`config.mk`:
```
export PLATFORM = sky130hd
export DESIGN_NAME = if_stage
export DESIGN_NICKNAME = d
export VERILOG_FILES = /design/src/rtl/if_stage.sv
export SDC_FILE = /design/constraint.sdc
export NUM_CORES = 1
export LEC_CHECK = 0
export ABC_AREA = 0
export BUFFER_PORTS_ARGS = -buffer_cell sky130_fd_sc_hd__buf_2
export CAP_MARGIN = 20
export CORE_MARGIN = 2
export CORE_UTILIZATION = 45
export DETAILED_ROUTE_END_ITERATION = 10
export GPL_TIMING_DRIVEN = 0
export PLACE_DENSITY = 0.83
export SETUP_SLACK_MARGIN = 0.4
export SLEW_MARGIN = 20
export SYNTH_ARGS = -nofsm -noshare
export SYNTH_HDL_FRONTEND = slang
export SYNTH_SLANG_ARGS = --single-unit
```
`constraint.sdc`:
```
create_clock -name clk -period 5.5 [get_ports clk]
set_input_delay 0.55 -clock clk [delete_from_list [all_inputs] [get_ports clk]]
set_output_delay 0.55 -clock clk [all_outputs]
set_load 0.02 [all_outputs]
```
`src/rtl/if_stage.sv`:
```
// Instruction-fetch stage: PC register, zero-latency IM address, IF/ID latch with freeze/branch flush.
// Optional RUN/HALT idle detection on the self-loop word is enabled by defining IF_HALT_DETECT_EN.
module if_stage #(
    parameter logic [31:0] RESET_PC  = 32'd0,
    parameter logic [31:0] PC_STEP   = 32'd4,
    parameter logic [31:0] HALT_WORD = 32'hEAFFFFFF
) (
    input  logic        clk,
    input  logic        rst,
    input  logic        freeze,
    input  logic        branch_taken,
    input  logic [31:0] branch_addr,
    input  logic [31:0] instruction_in,
    output logic [31:0] pc_to_im,
    output logic [31:0] pc_out,
    output logic [31:0] instruction_out,
    output logic        valid_out,
    output logic        halted,
    output logic [31:0] fetch_count
);

    typedef enum logic {
        ST_RUN  = 1'b0,
        ST_HALT = 1'b1
    } state_t;

    state_t      r_state;
    state_t      w_state_next;
    logic [31:0] r_pc;
    logic [31:0] r_pc_out;
    logic [31:0] r_instr;
    logic        r_valid;
    logic [31:0] r_count;

    logic [31:0] w_pc_next;
    logic [31:0] w_pc_out_next;
    logic [31:0] w_instr_next;
    logic        w_valid_next;
    logic [31:0] w_count_next;
    logic [31:0] w_pc_inc;
    logic        w_halt_hit;

    assign w_pc_inc = r_pc + PC_STEP;

`ifdef IF_HALT_DETECT_EN
    assign w_halt_hit = (instruction_in == HALT_WORD);
    assign halted     = (r_state == ST_HALT);
`else
    assign w_halt_hit = 1'b0;
    assign halted     = 1'b0;
`endif

    always_comb begin
        w_state_next  = r_state;
        w_pc_next     = r_pc;
        w_pc_out_next = r_pc_out;
        w_instr_next  = r_instr;
        w_valid_next  = r_valid;
        w_count_next  = r_count;
        if (branch_taken) begin
            w_pc_next     = {branch_addr[31:2], 2'b00};
            w_pc_out_next = 32'd0;
            w_instr_next  = 32'd0;
            w_valid_next  = 1'b0;
            w_state_next  = ST_RUN;
        end else if (!freeze) begin
            case (r_state)
                ST_HALT: begin
                    w_pc_out_next = 32'd0;
                    w_instr_next  = 32'd0;
                    w_valid_next  = 1'b0;
                end
                default: begin
                    w_pc_out_next = w_pc_inc;
                    w_instr_next  = instruction_in;
                    w_valid_next  = 1'b1;
                    w_count_next  = r_count + 32'd1;
                    // The halt word is captured and counted, but PC parks on it.
                    if (w_halt_hit) begin
                        w_state_next = ST_HALT;
                    end else begin
                        w_pc_next = w_pc_inc;
                    end
                end
            endcase
        end
    end

    always_ff @(posedge clk) begin
        if (rst) begin
            r_state  <= ST_RUN;
            r_pc     <= RESET_PC;
            r_pc_out <= 32'd0;
            r_instr  <= 32'd0;
            r_valid  <= 1'b0;
            r_count  <= 32'd0;
        end else begin
            r_state  <= w_state_next;
            r_pc     <= w_pc_next;
            r_pc_out <= w_pc_out_next;
            r_instr  <= w_instr_next;
            r_valid  <= w_valid_next;
            r_count  <= w_count_next;
        end
    end

    assign pc_to_im        = r_pc;
    assign pc_out          = r_pc_out;
    assign instruction_out = r_instr;
    assign valid_out       = r_valid;
    assign fetch_count     = r_count;

endmodule

```
==> results.ini <==
[status]
status = completed

[critical_path]
r2r_end = pc_out[28]$_SDFFE_PP0N_
crit_arrival_ns = 2.88
worstSetupEndpointType = register
worstReg2RegStart = pc_to_im[2]$_SDFFE_PP0P_
reg2regPathDepth = 6
worstSetupStartpointType = register
worst-endpoint-required_ns = 5.84
path_class = reg -> reg
path_max_fanout = 10
r2r_slack_ns = 2.96

[floorplan]
ios = 198
die_h_microns = 120
start_util_pct = 45.9
num_rows = 42
die_width_microns = 120
core_sq_um = 13200
dieArea_sq_um = 14500

[job]
max_cap_viol_count = 0

[place]
hpwl_microns = 14100
placed_area_sq_um = 7260
port_buffers = 189
gp_congestion = 0.951
dp.cells = 1090
place_ws_ns = 2.50

[cells_and_area]
drive_gt1_share_pct = 26.5
final_cells = 1123
stdcell_area_sq_um = 7820
area_delta_synth_final_pct = 28.7
final_net_count = 1003
n_fill_cell = 1266

[synthesis]
synth_compound_area_share_pct = 16.3
synthTopCellsByArea = dfxtp_1, mux2i_1, nor2_1
yosysMostFrequentCell = dfxtp_1
synth-edff-count = 0
synth_ff_type = dfxtp_1
syn_area_sq_um = 6080
ys_seq_area_share_pct = 41.2
synth_top_cell_by_area = dfxtp_1
yosysUniqueCellTypes = 54
synthArstFlopShare_pct = 0
syn_area_per_cell_sq_um = 8.43
synth_commonest_cells = dfxtp_1, nor2_1, a21oi_1
synth-xor-area-share_pct = 5.19
yosys.area_share.simple_pct = 25.2
yosys_register_bits = 125
synthAdderAreaFrac_pct = 0.412
syn_inst = 721
synth_top_area_share_pct = 41.2
synth_top_family_by_area = simple AND/OR/NAND/NOR gates
yosys_warnings = 0
synth.area.mux_share_pct = 5.83

[timing]
clock.fmax_mhz = 394
maxSlewViolCount = 0
tightest_slew_ns = 0.886
slew_headroom_pct = 40.4
fin_setup_tns_ns = 0
clock_skew_ns = 0.00837
final-setup-viol-count = 0
period_needed_ns = 2.54
post-route-period-util_pct = 46.2
report.final.hold_viol_count = 0
rsz0062_at_grt = no
setup_ws_ns = 2.96

[routing]
vias_per_cell = 5.79
firstDrtPassIters = 6
drtIter0Drc = 675
wire_per_inst_microns = 17.4
drt_drc_violations_left = 0
dr_total_vias = 6506
wl_microns = 19600
ant_nets = 0

[min_path]
min_from = instruction_in[26]
hold_end = instruction_out[26]$_SDFFE_PP0N_
hold_class = in -> reg
hold_depth = 3

[global_routing]
top_usage_layer = met2
grt_pass1_vias = 6156
use_met3_pct = 7.83
use_met1_pct = 35.0
grt_max_degree = 17
met2_usage_pct = 41.8
antenna_found_initial = 1
grt_overflow = 0
grt_pass1_wl_microns = 30800
grt_usage_pct = 27.0

[power_and_ir_drop]
power_density_nw_per_um2 = 292
p_leak_nw = 3.22
vdd_ir_drop_max_uv = 187
total_power_mw = 2.28

[cts]
htreeDepth = 4
clkTransAtPathRegs_ns = 0.06
cts-root-buf = clkbuf_16
holdBufCountCts = 0
tritoncts = yes
clock-sinks = 125
numCtsBuffers = 17
cts_max_path_buffers = 2
clk-insertion-delay-late_ns = 0.42
postCtsSetupBuffers = 0
cts_resized = 0

-- state kept, by name, summed over array words and instances (netlist names) --
signal	count
instruction_out	32
valid_out	1
pc_to_im	30
pc_out	30
fetch_count	32
-- cells in the final DEF (no fill, tap or decap), drive strengths merged, types with 22 or more instances in the layout --
| cell type | n |
|---|---|
| o21ai | 39 |
| mux2i | 32 |
| nand2 | 39 |
| nor4 | 28 |
| xnor2 | 25 |
| nand3 | 22 |
| nor2 | 76 |
| a21oi | 47 |
| buf | 208 |
| dfxtp | 125 |
| clkbuf | 63 |
-- worst max path at each step --
stage,start,end,slack [ns],cells after the start
after global routing,pc_to_im[3]$_SDFFE_PP0P_,pc_out[28]$_SDFFE_PP0N_,2.81,6
after floorplan,freeze,fetch_count[30]$_SDFFE_PP0P_,3.28,6
final,pc_to_im[2]$_SDFFE_PP0P_,pc_out[28]$_SDFFE_PP0N_,2.96,6
after CTS,freeze,fetch_count[30]$_SDFFE_PP0P_,2.94,7
after detailed placement,freeze,fetch_count[30]$_SDFFE_PP0P_,2.50,7
after global placement,freeze,fetch_count[30]$_SDFFE_PP0P_,2.51,7
-- layout make-up --
type	count	area, sq um	area share (%)
clock buffers	18	439	5.61
well taps	176	220	2.81
clock inverters	14	123	1.57
inverters	20	75.1	0.960
multi-input cells	516	3240	41.4
plain buffers	64	278	3.55
repair buffers	189	946	12.1
diodes	1	2.50	0.0320
flip-flops and latches	125	2500	32.0
-- critical path, stage by stage, from the launching register on --
cell,delay (ns)
dfxtp_1,0.51
ha_1,0.33
nand4_1,0.22
clkbuf_1,0.29
nor3_1,0.68
a311oi_1,0.22
nor3b_1,0.22
-- power breakdown --
| part | internal, mW | switching [mW] | leakage (nW) |
|---|---|---|---|
| clock network | 0.630 | 0.427 | 0.264 |
| logic | 0.0925 | 0.160 | 1.94 |
| registers | 0.939 | 0.0352 | 1.02 |
-- kinds of logic (layout without fill, tap and decap cells) --
logic type | count (synthesis) | after routing
buffers and inverters | 84 | 305
AOI/OAI and AO/OA | 158 | 158
other | 1 | 6
muxes | 35 | 35
and+or+nand+nor | 280 | 280
xor gates and xnor gates | 36 | 36
DFF | 125 | 125
adders and majority gates | 2 | 2
-- routing by layer --
metal	part of all wire, %	up-vias
li1	-	3074
met1	42	3059
met2	45	333
met3	10	40
met4	2.8	0
met5	0	-
-- through the flow --
stage	util (%)	hold slack, ns
after floorplan	-	0.541
after global placement	54.8	0.436
after detailed placement	54.8	0.445
after CTS	59.1	0.343
after global routing	59.1	0.356
final	59.1	0.362
Power figures use the tool's default switching activity.
